==> src/rtl/sram_arbiter_if.sv <==
// Requester and SRAM bus bundle for the two-port SRAM arbiter.
// slave: arbiter side; master: requesters plus the SRAM macro.
interface sram_arbiter_if #(parameter int AW = 16);
    logic          p0_valid, p1_valid;
    logic [31:0]   p0_addr, p1_addr;
    logic [31:0]   p0_wdata, p1_wdata;
    logic [3:0]    p0_wstrb, p1_wstrb;
    logic          p0_ready, p1_ready;
    logic [31:0]   p0_rdata, p1_rdata;
    logic          p0_err, p1_err;
    logic [AW-1:0] sram_address;
    logic [3:0]    sram_byteena;
    logic [31:0]   sram_data;
    logic          sram_wren;
    logic [31:0]   sram_q;

    modport slave (
        input  p0_valid, p1_valid, p0_addr, p1_addr, p0_wdata, p1_wdata,
               p0_wstrb, p1_wstrb, sram_q,
        output p0_ready, p1_ready, p0_rdata, p1_rdata, p0_err, p1_err,
               sram_address, sram_byteena, sram_data, sram_wren
    );

    modport master (
        output p0_valid, p1_valid, p0_addr, p1_addr, p0_wdata, p1_wdata,
               p0_wstrb, p1_wstrb, sram_q,
        input  p0_ready, p1_ready, p0_rdata, p1_rdata, p0_err, p1_err,
               sram_address, sram_byteena, sram_data, sram_wren
    );
endinterface

==> src/rtl/sram_arbiter.sv <==
// Two-port round-robin arbiter in front of a single-port synchronous SRAM.
// One access every three cycles: IDLE (grant) -> ACC (SRAM samples) -> RESP
// (read data arrives); the ready pulse is registered out of RESP.
module sram_arbiter #(
    parameter int AW = 16
) (
    input logic           clock,
    input logic           reset,
    sram_arbiter_if.slave bus
);
    localparam logic [1:0] IDLE = 2'd0;
    localparam logic [1:0] ACC  = 2'd1;
    localparam logic [1:0] RESP = 2'd2;

    logic [1:0]  state;
    logic        last;      // port granted most recently
    logic        gnt;       // port owning the transaction in flight
    logic        gnt_oor;   // in-flight access is out of range
    logic        gnt_wr;    // in-flight access is a write

    logic        sel;
    logic [31:0] sel_addr;
    logic [31:0] sel_wdata;
    logic [3:0]  sel_wstrb;
    logic        sel_oor;

    // Pick the requester to grant: alternate on contention, else whoever asks.
    always_comb begin
        sel = 1'b0;
        if (bus.p0_valid && bus.p1_valid)
            sel = ~last;
        else if (bus.p1_valid)
            sel = 1'b1;
        sel_addr  = sel ? bus.p1_addr  : bus.p0_addr;
        sel_wdata = sel ? bus.p1_wdata : bus.p0_wdata;
        sel_wstrb = sel ? bus.p1_wstrb : bus.p0_wstrb;
        sel_oor   = (sel_addr >> (AW + 2)) != 32'd0;
    end

    // FSM plus registered SRAM command; write strobes live only in ACC.
    always_ff @(posedge clock or posedge reset) begin
        if (reset) begin
            state            <= IDLE;
            last             <= 1'b1;
            gnt              <= 1'b0;
            gnt_oor          <= 1'b0;
            gnt_wr           <= 1'b0;
            bus.sram_address <= '0;
            bus.sram_byteena <= 4'b0000;
            bus.sram_data    <= 32'd0;
            bus.sram_wren    <= 1'b0;
        end else begin
            case (state)
                IDLE: begin
                    if (bus.p0_valid || bus.p1_valid) begin
                        state            <= ACC;
                        gnt              <= sel;
                        last             <= sel;
                        gnt_oor          <= sel_oor;
                        gnt_wr           <= |sel_wstrb;
                        bus.sram_address <= sel_addr[AW+1:2];
                        bus.sram_data    <= sel_wdata;
                        // An out-of-range access must never touch the array.
                        bus.sram_byteena <= sel_oor ? 4'b0000 : sel_wstrb;
                        bus.sram_wren    <= !sel_oor && (|sel_wstrb);
                    end
                end
                ACC: begin
                    state            <= RESP;
                    bus.sram_byteena <= 4'b0000;
                    bus.sram_wren    <= 1'b0;
                end
                RESP: begin
                    state <= IDLE;
                end
                default: begin
                    state <= IDLE;
                end
            endcase
        end
    end

    // Response pulse: sram_q is valid during RESP and is captured on leaving it.
    always_ff @(posedge clock or posedge reset) begin
        if (reset) begin
            bus.p0_ready <= 1'b0;
            bus.p1_ready <= 1'b0;
            bus.p0_rdata <= 32'd0;
            bus.p1_rdata <= 32'd0;
            bus.p0_err   <= 1'b0;
            bus.p1_err   <= 1'b0;
        end else begin
            bus.p0_ready <= 1'b0;
            bus.p1_ready <= 1'b0;
            bus.p0_rdata <= 32'd0;
            bus.p1_rdata <= 32'd0;
            bus.p0_err   <= 1'b0;
            bus.p1_err   <= 1'b0;
            if (state == RESP) begin
                if (gnt) begin
                    bus.p1_ready <= 1'b1;
                    bus.p1_err   <= gnt_oor;
                    bus.p1_rdata <= (gnt_oor || gnt_wr) ? 32'd0 : bus.sram_q;
                end else begin
                    bus.p0_ready <= 1'b1;
                    bus.p0_err   <= gnt_oor;
                    bus.p0_rdata <= (gnt_oor || gnt_wr) ? 32'd0 : bus.sram_q;
                end
            end
        end
    end
endmodule

==> src/flat_wrapper.sv <==
// flat-port wrapper written by rule: the top's interface ports become plain ports
module sram_arbiter_flat 
#(
    parameter int AW = 16
)
  (clock, reset, bus_p0_valid, bus_p1_valid, bus_p0_addr, bus_p1_addr, bus_p0_wdata, bus_p1_wdata, bus_p0_wstrb, bus_p1_wstrb, bus_sram_q, bus_p0_ready, bus_p1_ready, bus_p0_rdata, bus_p1_rdata, bus_p0_err, bus_p1_err, bus_sram_address, bus_sram_byteena, bus_sram_data, bus_sram_wren);
  sram_arbiter_if #(.AW(AW)) bus_i ();
  input logic clock;
  input logic reset;
  input wire logic [$bits(bus_i.p0_valid)-1:0] bus_p0_valid;
  input wire logic [$bits(bus_i.p1_valid)-1:0] bus_p1_valid;
  input wire logic [$bits(bus_i.p0_addr)-1:0] bus_p0_addr;
  input wire logic [$bits(bus_i.p1_addr)-1:0] bus_p1_addr;
  input wire logic [$bits(bus_i.p0_wdata)-1:0] bus_p0_wdata;
  input wire logic [$bits(bus_i.p1_wdata)-1:0] bus_p1_wdata;
  input wire logic [$bits(bus_i.p0_wstrb)-1:0] bus_p0_wstrb;
  input wire logic [$bits(bus_i.p1_wstrb)-1:0] bus_p1_wstrb;
  input wire logic [$bits(bus_i.sram_q)-1:0] bus_sram_q;
  output wire logic [$bits(bus_i.p0_ready)-1:0] bus_p0_ready;
  output wire logic [$bits(bus_i.p1_ready)-1:0] bus_p1_ready;
  output wire logic [$bits(bus_i.p0_rdata)-1:0] bus_p0_rdata;
  output wire logic [$bits(bus_i.p1_rdata)-1:0] bus_p1_rdata;
  output wire logic [$bits(bus_i.p0_err)-1:0] bus_p0_err;
  output wire logic [$bits(bus_i.p1_err)-1:0] bus_p1_err;
  output wire logic [$bits(bus_i.sram_address)-1:0] bus_sram_address;
  output wire logic [$bits(bus_i.sram_byteena)-1:0] bus_sram_byteena;
  output wire logic [$bits(bus_i.sram_data)-1:0] bus_sram_data;
  output wire logic [$bits(bus_i.sram_wren)-1:0] bus_sram_wren;
  assign bus_i.p0_valid = bus_p0_valid;
  assign bus_i.p1_valid = bus_p1_valid;
  assign bus_i.p0_addr = bus_p0_addr;
  assign bus_i.p1_addr = bus_p1_addr;
  assign bus_i.p0_wdata = bus_p0_wdata;
  assign bus_i.p1_wdata = bus_p1_wdata;
  assign bus_i.p0_wstrb = bus_p0_wstrb;
  assign bus_i.p1_wstrb = bus_p1_wstrb;
  assign bus_i.sram_q = bus_sram_q;
  assign bus_p0_ready = bus_i.p0_ready;
  assign bus_p1_ready = bus_i.p1_ready;
  assign bus_p0_rdata = bus_i.p0_rdata;
  assign bus_p1_rdata = bus_i.p1_rdata;
  assign bus_p0_err = bus_i.p0_err;
  assign bus_p1_err = bus_i.p1_err;
  assign bus_sram_address = bus_i.sram_address;
  assign bus_sram_byteena = bus_i.sram_byteena;
  assign bus_sram_data = bus_i.sram_data;
  assign bus_sram_wren = bus_i.sram_wren;
  sram_arbiter #(.AW(AW)) u_core (.clock(clock), .reset(reset), .bus(bus_i));
endmodule
==> config.mk <==
export PLATFORM = sky130hd
export DESIGN_NAME = sram_arbiter_flat
export DESIGN_NICKNAME = d
export VERILOG_FILES = /design/src/rtl/sram_arbiter_if.sv /design/src/rtl/sram_arbiter.sv /design/src/flat_wrapper.sv
export SDC_FILE = /design/constraint.sdc
export NUM_CORES = 1
export LEC_CHECK = 0
export CAP_MARGIN = 25
export CELL_PAD_IN_SITES_DETAIL_PLACEMENT = 1
export CELL_PAD_IN_SITES_GLOBAL_PLACEMENT = 1
export CORE_MARGIN = 3
export CORE_UTILIZATION = 30
export CTS_BUF_LIST = sky130_fd_sc_hd__clkbuf_4 sky130_fd_sc_hd__clkbuf_8
export DETAILED_ROUTE_END_ITERATION = 7
export PLACE_DENSITY_LB_ADDON = 0.1
export SYNTH_ARGS = -nofsm -noshare
export SYNTH_HDL_FRONTEND = slang
export SYNTH_SLANG_ARGS = --single-unit
export TNS_END_PERCENT = 20
==> constraint.sdc <==
create_clock -name clock -period 6.6 [get_ports clock]
set_input_delay 0.99 -clock clock [delete_from_list [all_inputs] [get_ports clock]]
set_output_delay 0.99 -clock clock [all_outputs]
set_load 0.01 [all_outputs]
==> impl_results.md, run 1 <==
- WS Path Type: primary input to register
- RSZ-0062 raised after global routing: false
- EDFF count, synth: 0
- Gate power share: 0.396
- Sequential power share: 0.374
- CTS tree: yes
- Pins Over Slew Limit: 0
- Clock Pin Slew Worst Setup and Hold Paths: approximately 80 ps
- Die X-Extent: 138 um
- Min setup slack post-route: 4110 ps
- Final setup fails: 0
- WP data required: 6920 ps
- Pin count of the biggest net entering global routing: 79
- Core Area: 16900 um^2
- Area Overhead vs Synth: 64.4%
- Prevailing post-synth register cell: dfrtp_1
- Synth Net Count: 594
- Num CTS Buffers: 17
- Clock buffer depth: 2
- P per Cell Area: 334 nW/um^2
- Crit path launch type: primary input
- CP max FO: 27
- Max-Cap Viols: 0
- Leak: 3.99 nW
- Hold Vio Cnt, Final: 0
- Tmin final: 2490 ps
- Crit-path leading delay family: buffers and inverters
- Diode count: 0
- Fraction of registers with async set/reset: 1.00
- Layout cells sized above 1: 0.114
- Initial antenna violation count: 0
- Worst Skew: 13.0 ps
- Vias in the first global route: 4757
- Sw frac: 0.347
- Psw: 0.00100 W
- Clock root buffer: clkbuf_8
- VDD IR max: 157 uV
- Yosys warning count: 0
- Yosys reg bits: 127
- Worst EP arrival: 2810 ps
- Area of the multi-input gates: 1780 um^2
- Status: complete, no violations
- Row count: 47
- CTS-repair resized insts: 0
- Setup Buffers After CTS: 0
- Area after DPL: ~8000 um^2
- Post-synth cell types: 38
- Syn Inst Count: 422
- Routed length per instance: 17.2 um
- Post-synthesis sequential area ratio: 0.606
- I/O Pins: 293
- Clk_lat worst skew: 440 ps
- Vias per cell: 4.61
- Critical path, cell by cell: clkdlybuf4s50_1 -> a21boi_4 -> buf_4 -> mux2i_1 -> o21ai_2
- Routed Antenna Nets: 0
- Final instance area: around 8600 um^2
- Total GRT Usage: 0.170
- Iteration-0 DRC Markers: 96
- Die height: 138 um
- CP max stage delay: roughly 600 ps
- Hold/Removal Path Class: register to register
- Power Internal: 0.00188 W
- PortBufs: approximately 290
- Placed cell count: 905
- Final period util: 0.377
- Mapped cell area: between 5000 and 6000 um^2
- First-pass DRT Iterations: 4
- Fmax: 0.401 GHz
- Gpl congestion: 0.750
- First-pass GRT wire length: 26000 um
- Non-Filler Instances: 938
- CTS Sinks: 127
- Via count: 4321
- Final #Nets: 877
- Gr ovfl total: 0
- DP HPWL: 12400 um
- Die Footprint: around 19000 um^2
- Worst path slowest cell: clkdlybuf4s50_1
- DRC Markers: 0
- Post-Place Worst Slack: 3630 ps
- Syn_area_per_cell: 12.4 um^2
- Slew HR: 0.565
- Clock power frac: 0.230
- Setup TNS: 0 ps
- Register area: 3180 um^2
- CP endpoint kind: register
- Starting density of the core: 0.311
- Final wirelength: 16100 um
- H-tree levels: 4
- CTS Hold Buffers Added: 0
- Filler instances: between 1500 and 2000
- Pin slew with the least headroom to its limit: 652 ps
- Buffers and inverters on the worst path: 2
==> cell usage in the layout, fill, tap and decap left out, types with 2 or more instances in the layout <==
cell             instances
clkdlybuf4s50_1        288
dfrtp_1                126
and3_1                  64
nand2_1                 56
mux2i_1                 48
o21ai_2                 30
o21ai_1                 19
clkbuf_8                17
nor4_1                   7
inv_6                    6
buf_4                    6
nor2_1                   4
nand3_1                  4
a32oi_1                  4
clkinv_2                 4
nor2_2                   2
and2_1                   2
a21oi_1                  2
and4_1                   2
clkinv_4                 2
bufinv_16                2
==> final timing paths <==
path	end	cells after the start	from	slack, ps
min in group asynchronous	u_core.bus.p1_rdata[31]	2	reset	930
worst min-delay path	u_core.bus.sram_data[20]	2	u_core.bus.sram_data[20]	480
max in group asynchronous	u_core.bus.sram_data[20]	4	reset	4390
worst max-delay path	u_core.bus.sram_data[9]	5	bus_p1_valid	4110
worst min register to register	u_core.bus.sram_data[20]	2	u_core.bus.sram_data[20]	480
worst max register to register	u_core.bus.sram_data[9]	4	u_core.last	4940
==> power groups by stage <==
stage / clock network [W] / registers [W] / logic [W]
2_1_floorplan: 0 / 0.00116 / 0.000558
3_3_place_gp: 0 / 0.00108 / 0.00113
3_5_place_dp: 0 / 0.00110 / 0.00116
4_1_cts: 0.000692 / 0.00108 / 0.00116
5_1_grt: 0.000730 / 0.00111 / 0.00125
6_report: 0.000665 / 0.00108 / 0.00114
==> metrics by stage <==
| stage | total power, W | utilization | hold WS, ps |
|---|---|---|---|
| after floorplan | 0.00172 | - | 456 |
| final | 0.00288 | 0.511 | 479 |
| after detailed placement | 0.00226 | 0.487 | 467 |
| after global routing | 0.00309 | 0.511 | 505 |
| after CTS | 0.00294 | 0.510 | 484 |
| after global placement | 0.00221 | 0.484 | 461 |
==> metal layers <==
layer	share of wire	track usage	up-vias
met5	0	0	-
met4	0.018	0.0572	0
met3	0.060	0.0518	21
met2	0.54	0.304	173
met1	0.38	0.194	2081
li1	-	-	2046
==> flip-flops by register name (all words and copies together), names as in the netlist, 2 cells and up <==
name and count:
u_core.bus.p0_rdata 32, u_core.bus.p1_rdata 32, u_core.bus.sram_data 32, u_core.bus.sram_address 16, u_core.bus.sram_byteena 4, u_core.state 2
==> layout make-up <==
cell class                 instances  area share
inverter                           2     0.00116
multi-input combinational        260       0.207
sequential                       127       0.368
clock inverter                    15      0.0183
timing repair buffer             297       0.346
tap                              220      0.0319
clock buffer                      17      0.0271
==> tightest hold or removal path: cells and delay by family (launching register included) <==
| family | cells | cell delay [ps] |
|---|---|---|
| simple gates | 1 | 60 |
| flops | 1 | 340 |
| compound gates | 1 | 50 |
==> Yosys cell counts, drive strengths merged, types with 2 or more instances <==
library cell,instances,area share
a21oi,2,0.0019
a32oi,4,0.0067
and2,3,0.0041
and3,64,0.076
and4,2,0.0033
buf,25,0.050
clkbuf,8,0.0062
dfrtp,126,0.60
inv,2,0.0014
mux2i,48,0.092
nand2,56,0.040
nand3,5,0.0057
nor2,6,0.0048
nor4,8,0.012
o21ai,50,0.070
==> cells by family after synthesis <==
logic type	synth area share
buffers and inverters	0.0579
AND/OR/NAND/NOR	0.158
multiplexers	0.0915
flip-flops	0.606
AO/OA/AOI/OAI	0.0872
(Power assumes the default switching activity.)
==> run 2: changes to the inputs <==
--- a/config.mk
+++ b/config.mk
@@ -9,7 +9,7 @@
 export CELL_PAD_IN_SITES_DETAIL_PLACEMENT = 1
 export CELL_PAD_IN_SITES_GLOBAL_PLACEMENT = 1
 export CORE_MARGIN = 3
-export CORE_UTILIZATION = 30
+export CORE_UTILIZATION = 27
 export CTS_BUF_LIST = sky130_fd_sc_hd__clkbuf_4 sky130_fd_sc_hd__clkbuf_8
 export DETAILED_ROUTE_END_ITERATION = 7
 export PLACE_DENSITY_LB_ADDON = 0.1
==> constraint.sdc (replaced) <==
create_clock -name clock -period 2.1 [get_ports clock]
set_input_delay 0.315 -clock clock [delete_from_list [all_inputs] [get_ports clock]]
set_output_delay 0.315 -clock clock [all_outputs]
set_load 0.01 [all_outputs]
==> impl_results.md, run 2 (synthesized netlist as in run 1, its figures left out) <==
- Commonest non-fill, non-tap cell in the layout: clkdlybuf4s50_1
- H-tree levels: 4
- Largest regs: u_core.bus.p0_rdata: 32 flops, u_core.bus.p1_rdata: 32 flops, u_core.bus.sram_data: 32 flops
- Filler instances: between 2000 and 2500
- CTS Sinks: 127
- Status: complete, no violations
- Clock Pin Slew Worst Setup and Hold Paths: 80 ps
- Fmax: approximately 0.59 GHz
- Routed Antenna Nets: 0
- Hold/Removal Path Class: primary input to asynchronous set/reset pin
- Final #Nets: 878
- Iteration-0 DRC Markers: 128
- Hold Vio Cnt, Final: 0
- Final core occ: 0.462
- Gate power share: 0.399
- Buffers and inverters on the worst path: 1
- Final wirelength: 16300 um
- Setup TNS: 0 ps
- Total GRT Usage: 0.157
- CP endpoint kind: primary output
- Die Footprint: roughly 21000 um^2
- Num CTS Buffers: 17
- CTS-repair resized insts: 0
- Sw frac: 0.347
- CP max stage delay: just under 600 ps
- Setup Buffers After CTS: 0
- First-pass GRT wire length: 26300 um
- Pin slew with the least headroom to its limit: just under 500 ps
- WS Path Type: register to primary output
- Clock buffer depth: 2
- Diode count: 0
- Crit-path leading delay family: buffers and inverters
- VDD IR max: 440 uV
- I/O Pins: 293
- P per Cell Area: roughly 1000 nW/um^2
- Max-Cap Viols: 0
- Power Internal: 0.00598 W
- Area Overhead vs Synth: 66.3%
- Routed length per instance: around 17 um
- First-pass DRT Iterations: 4
- Area of the multi-input gates: 1780 um^2
- Starting density of the core: 0.278
- Die X-Extent: 145 um
- Register area: 3180 um^2
- Leak: ~4.0 nW
- Final setup fails: 0
- Clk_lat worst skew: 440 ps
- FF-to-FF path depth: 4
- Tmin final: roughly 1700 ps
- Pin count of the biggest net entering global routing: 68
- Row count: 50
- CTS tree: yes
- Clock power frac: 0.232
- Final period util: 0.805
- Worst Skew: 9.67 ps
- Slew HR: 0.671
- Layout cells sized above 1: 0.115
- CTS Hold Buffers Added: 0
- DRC Markers: 0
- Core Area: 18900 um^2
- Vias per cell: approximately 4.4
- Worst EP arrival: 1380 ps
- Via count: about 4300
- WP depth: 1
- PortBufs: 288
- Crit path launch type: register
- Initial antenna violation count: 0
- Psw: 0.00318 W
- Sequential power share: 0.369
- Clock root buffer: clkbuf_8
- DP HPWL: 12300 um
- RSZ-0062 raised after global routing: false
- Pins Over Slew Limit: 0
- CP max FO: 2
- Die height: 145 um
- Vias in the first global route: 4700
- Worst path slowest cell: clkdlybuf4s50_1
- Commonest cells after routing, fill and taps aside: clkdlybuf4s50_1, dfrtp_1, and3_1
- Critical path, cell by cell: clkdlybuf4s50_1
- Gpl congestion: 0.709
- Gr ovfl total: 0
- WP data required: around 1800 ps
[run 2: through the flow]
stage	setup WS, ps	instances	cell area (um^2)	total power, W	hold slack [ps]
floorplan	219	422	5250	0.00541	378
global placement	212	947	8330	0.00706	461
detailed placement	179	947	8330	0.00717	465
CTS	349	979	8730	0.00935	333
global route	336	979	8730	0.00981	354
finish	410	979	8730	0.00916	348
[run 2: area by class of cell]
type	instances	share of cell area
Clock buffer	17	0.0268
Tap cell	260	0.0373
Inverter	2	0.00129
Multi-Input combinational cell	260	0.204
Sequential cell	127	0.364
Clock inverter	15	0.0185
Timing Repair Buffer	298	0.347
[run 2: path summary, 6_finish.rpt]
| check | start | slack (ps) | end |
|---|---|---|---|
| min | reset | 350 | u_core.bus.sram_data[3] |
| max reg2reg | u_core.state[0] | 610 | u_core.gnt_oor |
| min in group clock | bus_p1_wstrb[0] | 450 | u_core.bus.sram_byteena[0] |
| min reg2reg | u_core.bus.sram_data[25] | 480 | u_core.bus.sram_data[25] |
| max | u_core.bus.sram_byteena[3] | 410 | bus_sram_byteena[3] |
| max in group asynchronous | reset | 1380 | u_core.last |
[run 2: power by group through the flow]
stage	sequential, W	clock, W	combinational [W]
final	0.00338	0.00213	0.00365
after global routing	0.00347	0.00232	0.00401
after CTS	0.00339	0.00221	0.00375
after detailed placement	0.00344	0	0.00373
after global placement	0.00340	0	0.00367
after floorplan	0.00365	0	0.00175
[run 2: layer usage]
metal | vias up | GRT usage | wire [um]
met5 | - | 0 | 0
met1 | 2081 | 0.176 | 6460
met2 | 173 | 0.277 | 8460
li1 | 2053 | - | -
met3 | 14 | 0.0607 | 1220
met4 | 0 | 0.0470 | 195
==> run 3: changes to the inputs <==
--- a/config.mk
+++ b/config.mk
@@ -9,7 +9,7 @@
 export CELL_PAD_IN_SITES_DETAIL_PLACEMENT = 1
 export CELL_PAD_IN_SITES_GLOBAL_PLACEMENT = 1
 export CORE_MARGIN = 3
-export CORE_UTILIZATION = 27
+export CORE_UTILIZATION = 30
 export CTS_BUF_LIST = sky130_fd_sc_hd__clkbuf_4 sky130_fd_sc_hd__clkbuf_8
 export DETAILED_ROUTE_END_ITERATION = 7
 export PLACE_DENSITY_LB_ADDON = 0.1
==> constraint.sdc (replaced) <==
create_clock -name clock -period 1.65 [get_ports clock]
set_input_delay 0.2475 -clock clock [delete_from_list [all_inputs] [get_ports clock]]
set_output_delay 0.2475 -clock clock [all_outputs]
set_load 0.01 [all_outputs]
==> impl_results.md, run 3 (synthesized netlist as in run 1, its figures left out) <==
- Pin count of the biggest net entering global routing: 65
- Routed Antenna Nets: 0
- Vias per cell: 4.60
- Worst path slowest cell: clkdlybuf4s50_1
- Clock Pin Slew Worst Setup and Hold Paths: 80 ps
- WP data required: 1400 ps
- Final #Nets: 884
- Min setup slack post-route: 58.0 ps
- Worst EP arrival: 1340 ps
- Total GRT Usage: 0.174
- Routing usage on met3: 0.0594
- WS Path Type: register to primary output
- Hold/Removal Path Class: primary input to asynchronous set/reset pin
- DRC Markers: 0
- Core Area: 16900 um^2
- Crit path launch type: register
- Tmin final: 1590 ps
- GR met2 Demand/Resource: 0.299
- Initial antenna violation count: 0
- Setup Buffers After CTS: 0
- Area Overhead vs Synth: 67.9%
- Slew HR: 0.755
- Worst hold slack: 111 ps
- Met1 Usage GRT: 0.195
- Routed length per instance: between 15 and 20 um
- Die Footprint: 19100 um^2
- Diode count: 0
- Fmax: 0.628 GHz
- Final wirelength: about 16000 um
- First-pass GRT wire length: 26300 um
- First-pass DRT Iterations: 4
- FF-to-FF path depth: 5
- Pin slew with the least headroom to its limit: 365 ps
- Gpl congestion: 0.746
- Vias in the first global route: 4814
- Post-Place Worst Slack: -114 ps
- Pins Over Slew Limit: 0
- Critical path, cell by cell: clkdlybuf4s50_1
- Starting density of the core: 0.311
- CTS tree: yes
- Crit-path leading delay family: buffers and inverters
- Hold Vio Cnt, Final: 0
- Commonest cells after routing, fill and taps aside: clkdlybuf4s50_1, dfrtp_1, and3_1
- Total power: 0.0116 W
- Max-Cap Viols: 0
- Crit Reg-Reg Endpoint: u_core.bus.sram_wren
- CP max FO: 2
- I/O Pins: 293
- Final setup fails: 0
- VDD IR max: 573 uV
- Status: complete, no violations
- Clock root buffer: clkbuf_8
- CTS Sinks: 127
- Clk_lat worst skew: 440 ps
- H-tree levels: 4
- Clock buffer depth: 2
- Buffers and inverters on the worst path: 1
- DP HPWL: 12300 um
- PortBufs: 288
- Die height: 138 um
- R2R setup slack: ~200 ps
- R2r startpoint: u_core.last
- Largest regs: u_core.bus.p0_rdata: 32 flops, u_core.bus.p1_rdata: 32 flops, u_core.bus.sram_data: 32 flops
- Filler instances: roughly 1800
- RSZ-0062 raised after global routing: false
- Die X-Extent: 138 um
- Final period util: 0.965
- Via count: 4344
- CTS Hold Buffers Added: 0
- Iteration-0 DRC Markers: 140
- Leak: about 4.5 nW
- Commonest non-fill, non-tap cell in the layout: clkdlybuf4s50_1
- Gr busiest metal: met2
- Layout cells sized above 1: 0.123
- CP max stage delay: 540 ps
- Gr ovfl total: 0
- Worst Skew: 10.6 ps
- P per Cell Area: 1310 nW/um^2
- CP endpoint kind: primary output
- Num CTS Buffers: 17
- Row count: 47
==> run 3: layout make-up <==
type	instances	area, um^2	share of cell area
flip-flops and latches	127	3180	0.361
inverters	2	11.3	0.00128
multi-input cells	260	1780	0.202
well taps	220	275	0.0312
repair buffers	304	3160	0.359
clock inverters	15	169	0.0192
clock buffers	17	234	0.0265
==> run 3: per-stage QoR <==
| step | utilization | TNS (ps) | std cells | area [um^2] |
|---|---|---|---|---|
| after detailed placement | 0.496 | -3310 | 913 | 8370 |
| after CTS | 0.518 | 0 | 945 | 8740 |
| after global routing | 0.522 | 0 | 945 | 8820 |
| after floorplan | - | -20660 | 422 | 5250 |
| final | 0.522 | 0 | 945 | 8820 |
| after global placement | 0.496 | -1180 | 913 | 8370 |
==> run 3: how the worst max path moves through the flow <==
stage	start	endpoint	slack [ps]	cells past startpoint
5_1_grt	u_core.bus.p0_rdata[22]	bus_p0_rdata[22]	0.1	1
2_1_floorplan	reset	u_core.bus.p0_err	-160	1
3_5_place_dp	bus_p1_valid	u_core.bus.sram_data[12]	-110	5
6_report	u_core.bus.sram_address[6]	bus_sram_address[6]	60	1
3_3_place_gp	bus_p1_valid	u_core.bus.sram_data[11]	-50	5
4_1_cts	u_core.bus.sram_data[15]	bus_sram_data[15]	1	1
==> run 3: repair_timing <==
action / CTS / global route
pin swaps: 0 / 0
setup endpoints to repair: 23 / 31
resized for setup: 23 / 31
==> run 3: worst register-to-register path, stage by stage (launching register included) <==
cell and delay (ps):
dfstp_2 580, a21boi_4 90, buf_4 170, nor4_4 270, nand2_1 110, o211ai_2 150
==> run 3: report_power, final <==
group	switching (W)	internal [W]	leakage, nW
sequential	0.000398	0.00388	1.68
combinational	0.00230	0.00225	2.63
clock	0.00137	0.00139	0.209
total	0.00407	0.00752	4.51
==> run 3: per-layer routing <==
layer / vias to the layer above / routed length, um
met5: - / 0
met1: 2067 / 6300
li1: 2070 / -
met4: 0 / 425
met3: 24 / 1020
met2: 183 / 8560
